<file path="src/rtl/uart_pkg.sv">
// Shared UART definitions: the receive/transmit frame-walking states used by
// uart_rx and intended for reuse by uart_tx.
package uart_pkg;

  typedef enum logic [1:0] {
    IDLE  = 2'd0,
    START = 2'd1,
    DATA  = 2'd2,
    STOP  = 2'd3
  } uart_state_e;

endpackage

</file>
<file path="src/rtl/uart_rx.sv">
// UART receiver: 1 start bit, WIDTH data bits, 1 stop bit, no parity.
// Oversamples with a free bit-timer that is re-phased on every start edge.
module uart_rx
  import uart_pkg::*;
#(
  parameter int WIDTH         = 8,
  parameter int DIVISOR       = 86,
  parameter int SAMPLE_PHASE  = DIVISOR / 2,
  parameter bit LITTLE_ENDIAN = 1'b1
) (
  input  logic             clk,
  input  logic             i_reset,
  input  logic             i_rx,
  output logic [WIDTH-1:0] o_data,
  output logic             o_data_valid
);

  localparam int TIMER_W = $clog2(DIVISOR);
  localparam int CNT_W   = $clog2(WIDTH) + 1;

  localparam logic [TIMER_W-1:0] BIT_LAST   = TIMER_W'(DIVISOR - 1);
  localparam logic [TIMER_W-1:0] PHASE_LAST = TIMER_W'(SAMPLE_PHASE - 1);
  localparam logic [CNT_W-1:0]   CNT_LAST   = CNT_W'(WIDTH - 1);

  logic rx_meta_q;
  logic rx_sync_q;
  logic rx_prev_q;

  uart_state_e        state_q;
  logic [TIMER_W-1:0] timer_q;
  logic [CNT_W-1:0]   bit_cnt_q;
  logic [WIDTH-1:0]   shift_q;
  logic [WIDTH-1:0]   shift_d;
  logic               frame_err_q;
  logic [WIDTH-1:0]   data_q;
  logic               valid_q;

  logic start_edge;

  // NOTE: rx_prev_q resets to 0 so a line already low when reset is released
  // is not mistaken for a start edge; the line must be seen high first.
  always_ff @(posedge clk or negedge i_reset) begin
    if (!i_reset) begin
      rx_meta_q <= 1'b1;
      rx_sync_q <= 1'b1;
      rx_prev_q <= 1'b0;
    end else begin
      // NOTE: non-blocking assignments keep the flops a true shift chain
      // regardless of statement order.
      rx_meta_q <= i_rx;
      rx_sync_q <= rx_meta_q;
      rx_prev_q <= rx_sync_q;
    end
  end

  assign start_edge = rx_prev_q & ~rx_sync_q;

  // Drops the current sample into the word position owned by this bit count.
  always_comb begin
    shift_d = shift_q;
    for (int k = 0; k < WIDTH; k++) begin
      if (bit_cnt_q == CNT_W'(k)) begin
        if (LITTLE_ENDIAN) shift_d[k] = rx_sync_q;
        else               shift_d[WIDTH-1-k] = rx_sync_q;
      end
    end
  end

  always_ff @(posedge clk or negedge i_reset) begin
    if (!i_reset) begin
      state_q     <= IDLE;
      timer_q     <= '0;
      bit_cnt_q   <= '0;
      shift_q     <= '0;
      frame_err_q <= 1'b0;
      data_q      <= '0;
      valid_q     <= 1'b0;
    end else begin
      valid_q <= 1'b0;
      case (state_q)
        IDLE: begin
          if (start_edge) begin
            timer_q <= '0;
            state_q <= START;
          end
        end

        START: begin
          if (timer_q == PHASE_LAST) begin
            if (!rx_sync_q) begin
              timer_q   <= '0;
              bit_cnt_q <= '0;
              state_q   <= DATA;
            end else begin
              state_q <= IDLE;
            end
          end else begin
            timer_q <= timer_q + TIMER_W'(1);
          end
        end

        DATA: begin
          if (timer_q == BIT_LAST) begin
            timer_q   <= '0;
            shift_q   <= shift_d;
            bit_cnt_q <= bit_cnt_q + CNT_W'(1);
            if (bit_cnt_q == CNT_LAST) state_q <= STOP;
          end else begin
            timer_q <= timer_q + TIMER_W'(1);
          end
        end

        STOP: begin
          // A broken stop bit parks here until the line idles high again.
          if (frame_err_q) begin
            if (rx_sync_q) begin
              frame_err_q <= 1'b0;
              state_q     <= IDLE;
            end
          end else if (timer_q == BIT_LAST) begin
            timer_q <= '0;
            if (rx_sync_q) begin
              data_q  <= shift_q;
              valid_q <= 1'b1;
              state_q <= IDLE;
            end else begin
              frame_err_q <= 1'b1;
            end
          end else begin
            timer_q <= timer_q + TIMER_W'(1);
          end
        end

        default: state_q <= IDLE;
      endcase
    end
  end

  assign o_data       = data_q;
  assign o_data_valid = valid_q;

endmodule

</file>
<file path="config.mk">
export PLATFORM = sky130hd
export DESIGN_NAME = uart_rx
export DESIGN_NICKNAME = d
export VERILOG_FILES = /design/src/rtl/uart_pkg.sv /design/src/rtl/uart_rx.sv
export SDC_FILE = /design/constraint.sdc
export NUM_CORES = 1
export LEC_CHECK = 0
export ABC_AREA = 1
export BUFFER_PORTS_ARGS = -buffer_cell sky130_fd_sc_hd__clkbuf_2
export CAP_MARGIN = 10
export CORE_AREA = 3 3 83 85
export CTS_BUF_LIST = sky130_fd_sc_hd__clkbuf_4 sky130_fd_sc_hd__clkbuf_8 sky130_fd_sc_hd__clkbuf_16
export DETAILED_ROUTE_END_ITERATION = 8
export DIE_AREA = 0 0 86 88
export HOLD_SLACK_MARGIN = 0.02
export PLACE_DENSITY = 0.54
export SKIP_LAST_GASP = 1
export SLEW_MARGIN = 0
export SYNTH_ARGS = -nofsm -noshare
export SYNTH_HDL_FRONTEND = slang
export SYNTH_SLANG_ARGS = --single-unit
export TNS_END_PERCENT = 30
</file>
<file path="constraint.sdc">
create_clock -name clk -period 1.5 [get_ports clk]
set_input_delay 0.225 -clock clk [delete_from_list [all_inputs] [get_ports clk]]
set_output_delay 0.225 -clock clk [all_outputs]
set_load 0.005 [all_outputs]
</file>
; After elaboration in Yosys (flattened, before gate mapping)
; Cells that the tools add are included.
[word_totals]
register_bits = 34
out_inout_bits = 9
elab_cells = 85
[classes]
add_sub_neg = 2
n_eq_ne = 20
muxes = 28
n_bitwise = 3
n_reduce_logical = 15
[op_table]
columns = operator, n
row1 = $mux 7, 5
row2 = $pmux 7 s4, 1
row3 = $reduce_and 3->1, 8
row4 = $mux 2, 9
row5 = $eq 4x3->1 const B, 4
row6 = $mux 4, 3
row7 = $ne 2x2->1 const B, 6
row8 = $eq 4x2->1 const B, 2
row9 = $mux 1, 8
row10 = $pmux 2 s4, 1
row11 = $pmux 4 s2, 1
row12 = $reduce_and 4->1, 2
row13 = $add 7x1->7 const B, 1
row14 = $eq 7x6->1 const B, 1
row15 = $eq 7x7->1 const B, 1
row16 = $ne 3x3->1 const B, 2
row17 = $reduce_and 5->1, 1
row18 = $add 4x1->4 const B, 1
row19 = $eq 2x2->1 const B, 2
row20 = $eq 4x1->1 const B, 1
row21 = $logic_not 4->1, 1
row22 = $eq 2x1->1 const B, 1
row23 = $logic_not 2->1, 1
row24 = $not 1->1, 2
row25 = 3 further kinds, 3

; Depth between registers and ports, before layout
[depth]
ltp_word = 4
mapped_depth = 11
depth_no_buf = 11

; Worst setup path before layout
; No wires, ideal clock.
[synth_timing]
kind = register -> register
from = reg timer_q[1]
to = reg state_q[0]
setup_ns = 0.123
t_arrival_ns = 1.324
slack_ns = 0.053
stages_incl_launch_ff = 11
path_buffers = 1
cell_sequence = dfrtp_1 > inv_1 > ha_1 > nand3_2 > nor2_2 > buf_6 > nor2_1 > inv_1 > nand2_1 > o21ai_0 > nand2_1
[synth_via]
elab_chain_len = 3
elab_cells_between_ends = 6
classes_between = eq/ne: 5 / reduce/logical: 1
[synth_rtl]
columns = element, line_no
row1 = start: declaration, uart_rx.sv:30  ; logic [TIMER_W-1:0] timer_q;
row2 = start signal: assignment, uart_rx.sv:98  ; timer_q <= timer_q + TIMER_W'(1);
row3 = start signal: assignment, uart_rx.sv:109  ; timer_q <= timer_q + TIMER_W'(1);
row4 = start signal: assignment, uart_rx.sv:130  ; timer_q <= timer_q + TIMER_W'(1);
row5 = $eq 7x7->1 / $eq 7x6->1 (equally long branches), "uart_rx.sv:103, uart_rx.sv:120, uart_rx.sv:89"
row6 = $ne 3x3->1 (no source line) / $ne 2x2->1 (equally long branches), -
row7 = $reduce_and 5->1 (no source line) (*), -
row8 = end signal: assignment, uart_rx.sv:107  ; if (bit_cnt_q == CNT_LAST) state_q <= STOP;
row9 = end signal: assignment, uart_rx.sv:118  ; state_q <= IDLE;
row10 = end signal: assignment, uart_rx.sv:125  ; state_q <= IDLE;
row11 = end: declaration, uart_rx.sv:29  ; uart_state_e state_q;
; Every way passes the cells marked *; elsewhere a longest branch is shown, timed or not.
; A chain may end at the register's enable or synchronous reset.

; Final worst setup path
[layout_timing]
from = reg timer_q[1]
to = reg timer_q[6]
[layout_via]
elab_chain_len = 4
elab_cells_between_ends = 9
classes_between = add/sub: 1 / eq/ne: 3 / mux: 4 / reduce/logical: 1
[layout_rtl]
columns = element, line_no
row1 = $add 7x1->7 / $eq 7x7->1 (equally long branches), -
row2 = $mux 7, "uart_rx.sv:103, uart_rx.sv:120"
row3 = $mux 7, uart_rx.sv:115  ; if (frame_err_q) begin
row4 = $pmux 7 s4, uart_rx.sv:80  ; case (state_q)
; Several ways; a longest one is shown, not always the timed one. The select of a mux whose other input is x is not followed.

==> results by group <==
Setup path
  – CP endpoint: timer_q[6]
  – Crit Path Max Fanout: 5
  – Startpoint types: flip-flop
  – Reg2reg setup slack: -0.008 ns
  – Worst r2r src: timer_q[1]
  – Crit end category: flip-flop
  – Worst EP required: ~1.7 ns
  – Worst Path Arrival: ~1.7 ns
  – Worst R2R Path Depth: 11
  – Crit path launch: timer_q[1]
  – RR Endpoint: timer_q[6]
  – Crit Path Category: flip-flop to flip-flop

Power and ir drop
  – Tot Pwr: about 3500 uW
  – Int Pwr: ~2200 uW
  – Combinational power share: between 30% and 40%
  – Max IR drop VDD: around 0.78 mV
  – Pwr Density: ~1400 nW/um2
  – Power share of the clock group: between 20% and 30%
  – Leakage power: 0.00116 uW
  – Switch share: 35.8%
  – Switching pwr: roughly 1200 uW
  – Share of total power in sequential cells: 32.7%

Run status
  – Run status: finished with violations
  – Failing checks: negative setup slack

Place
  – Detailed Place HPWL: roughly 2.6 mm
  – Placed instance count: 324
  – Routability-driven placement congestion ratio: ~0.77
  – Port buffer count: 11

Flow run
  – Max-cap viol count: 0

Floorplanning
  – Core area: 6280 um2
  – I/O pin cnt: 12
  – DIE HEIGHT: around 88 um
  – Die area: 7570 um2
  – Row Count: 29
  – Starting Density: 29.6%
  – Die width: 86 um

Synth
  – Syn_area_per_cell: ~8 um2
  – Synth top area cells: dfrtp_1, nand2_1, nand3_1
  – Post-synthesis sequential area ratio: a little under half
  – Syn_nets: between 200 and 250
  – Synth area leader: dfrtp_1
  – Yosys warnings: 0
  – Area share of the largest cell type after synthesis: around 43%
  – Post-synthesis cell area: 1860 um2
  – Seq cells post-synth: 34
  – Distinct cells, synth: 27
  – Synthesized netlist cell count: about 230

Final layout
  – Syn-to-layout area delta: 31.8%
  – Layout Nets: roughly 270
  – Fin cells: ~340
  – Share of layout cells above drive strength 1: 36.9%
  – Diode count: 0

Timing
  – Endpoints failing hold: 0
  – F_max: between 0.6 and 0.7 GHz
  – Setup ws final: -0.00805 ns
  – Worst slew margin: approximately 73%
  – Pins over their slew limit: 0
  – # setup viols final: 7
  – Tcrit/Tclk final: 101%
  – Transition time of the tightest slew-check pin: 0.407 ns
  – Clock skew: about 0.013 ns
  – Unrepaired setup endpoints after global routing: true
  – Final min period: between 1.5 and 2 ns

CTS
  – Clock root buffer master: clkbuf_8
  – Clock transition at path regs: 0.08 ns
  – Clk_lat worst skew: about 0.28 ns
  – Clk buf depth: 2
  – Num Clock Sinks: 34
  – CTS tree: built
  – Total CTS buffers: 5
  – H-Tree Depth: 2

Global route
  – First-pass GRT wire length: around 6.3 mm
  – Vias in the first global route: 1398
  – Initial antenna violation count: 0
  – Tot GR Track Use: 10.2%
  – Largest net degree at the start of global routing: 22
  – Total grt overflow: 0

Min path
  – Hold Path Class: input port to flip-flop
  – Hold Startpoint: i_rx

Detailed routing
  – DRT iter0 DRCs: 67
  – DRT Pass-1 Iters: 4
  – DRC errors left: 0
  – Post-route ant nets: 0
  – DR WL/cell: 11.1 um
  – Routed vias/inst: ~4.4
  – Aggregate routed wire length: roughly 3.8 mm
  – Detailed-route via count: 1468
## cell usage in the layout, fill, tap and decap left out, types with 2 or more instances in the layout
| master | instances |
|---|---|
| buf_6 | 4 |
| buf_12 | 3 |
| clkbuf_8 | 5 |
| nand2_4 | 2 |
| dfstp_2 | 2 |
| inv_2 | 8 |
| nand2_2 | 10 |
| bufinv_16 | 2 |
| buf_4 | 11 |
| o21ai_1 | 2 |
| nand3_2 | 4 |
| ha_4 | 3 |
| ha_1 | 3 |
| nor2_4 | 7 |
| inv_1 | 25 |
| o21ai_2 | 9 |
| nand3_1 | 23 |
| xor2_1 | 3 |
| nand2_1 | 40 |
| o21ai_0 | 8 |
| clkbuf_2 | 11 |
| a21oi_1 | 7 |
| nor2_2 | 3 |
| dfrtp_2 | 4 |
| nor2_1 | 20 |
| dfrtp_1 | 28 |
## cell type report
type	count	area (um2)
Fill cell	622	3830
Multi-Input combinational cell	154	973
Sequential cell	34	858
Timing Repair Buffer	30	253
Inverter	34	133
Tap cell	77	96.3
Clock buffer	5	68.8
Clock inverter	3	68.8
## state kept, by name (all words and copies together) (netlist names), named ones only
| signal | count |
|---|---|
| frame_err_q | 1 |
| rx_meta_q | 1 |
| bit_cnt_q | 4 |
| rx_prev_q | 1 |
| o_data | 8 |
| rx_sync_q | 1 |
| o_data_valid | 1 |
| state_q | 1 |
| timer_q | 7 |
| shift_q | 8 |
## how the worst min path moves through the flow
stage,to,slack [ns],cells after the start
2_1_floorplan,async pin,-0.07,0
3_3_place_gp,o_data[1],0.17,1
3_5_place_dp,o_data[1],0.17,1
4_1_cts,rx_meta_q,0.02,1
5_1_grt,rx_meta_q,0.02,1
6_report,rx_meta_q,0.03,1
## through the flow
stage | utilization (%) | area, um2 | hold WS (ns) | setup slack (ns) | TNS [ns]
floorplan | - | 1860 | -0.0706 | 0.0530 | 0
global placement | 33.5 | 2110 | 0.171 | -0.0973 | -0.528
detailed placement | 33.5 | 2110 | 0.173 | -0.134 | -0.840
CTS | 36.5 | 2290 | 0.0235 | -0.0265 | -0.142
global route | 39.0 | 2450 | 0.0233 | -0.0707 | -0.628
finish | 39.0 | 2450 | 0.0345 | -0.00805 | -0.0351
## power groups by stage
stage / Sequential (uW) / Combinational, uW / Clock (uW)
global placement: 1120 / 950 / 0
finish: 1130 / 1300 / 1030
CTS: 1110 / 1030 / 1050
global route: 1140 / 1460 / 1090
detailed placement: 1120 / 951 / 0
floorplan: 1100 / 647 / 0
## synth_stat cells, drive strengths merged
| master | count |
|---|---|
| nand2 | 52 |
| inv | 34 |
| dfrtp | 32 |
| nor2 | 30 |
| nand3 | 28 |
| o21ai | 19 |
| a21oi | 9 |
| ha | 7 |
| buf | 4 |
| xor2 | 4 |
| dfstp | 2 |
| nand3b | 1 |
| nand4 | 1 |
| nor3 | 1 |
| or2 | 1 |
| xnor2 | 1 |
## layer usage
layer  GRT usage, %  vias up  share of wire [%]
li1               -      774                  -
met1           13.5      659                 48
met2           16.0       27                 47
met3           1.88        8                2.9
met4           5.18        0                2.2
met5              0        -                  0
## what timing repair did
action	in CTS	in global routing
hold buffers	1	0
pin swaps	1	17
gates resized for setup	2	44
setup buffers	2	2
endpoints found under the hold margin	11	0
endpoints found under the setup margin	14	29
## kinds of logic (layout without fill, tap and decap cells)
family	after synthesis	in the layout	synth area share, %
and+or+nand+nor	114	114	28.4
buffers and inverters	38	72	8.88
DFF	34	34	45.9
AOI/OAI and AO/OA	28	28	9.76
adders and majority gates	7	7	4.71
xor gates and xnor gates	5	5	2.36
## worst max-delay path, cell delays in order (launching register included)
cell	delay, ns
dfrtp_1	0.41
buf_6	0.13
ha_4	0.15
nand2_2	0.06
inv_2	0.04
nand3_4	0.11
nor2_4	0.06
a21oi_4	0.17
buf_12	0.14
inv_6	0.04
nand2_2	0.04
nand2_1	0.05
(Power assumes the default switching activity.)
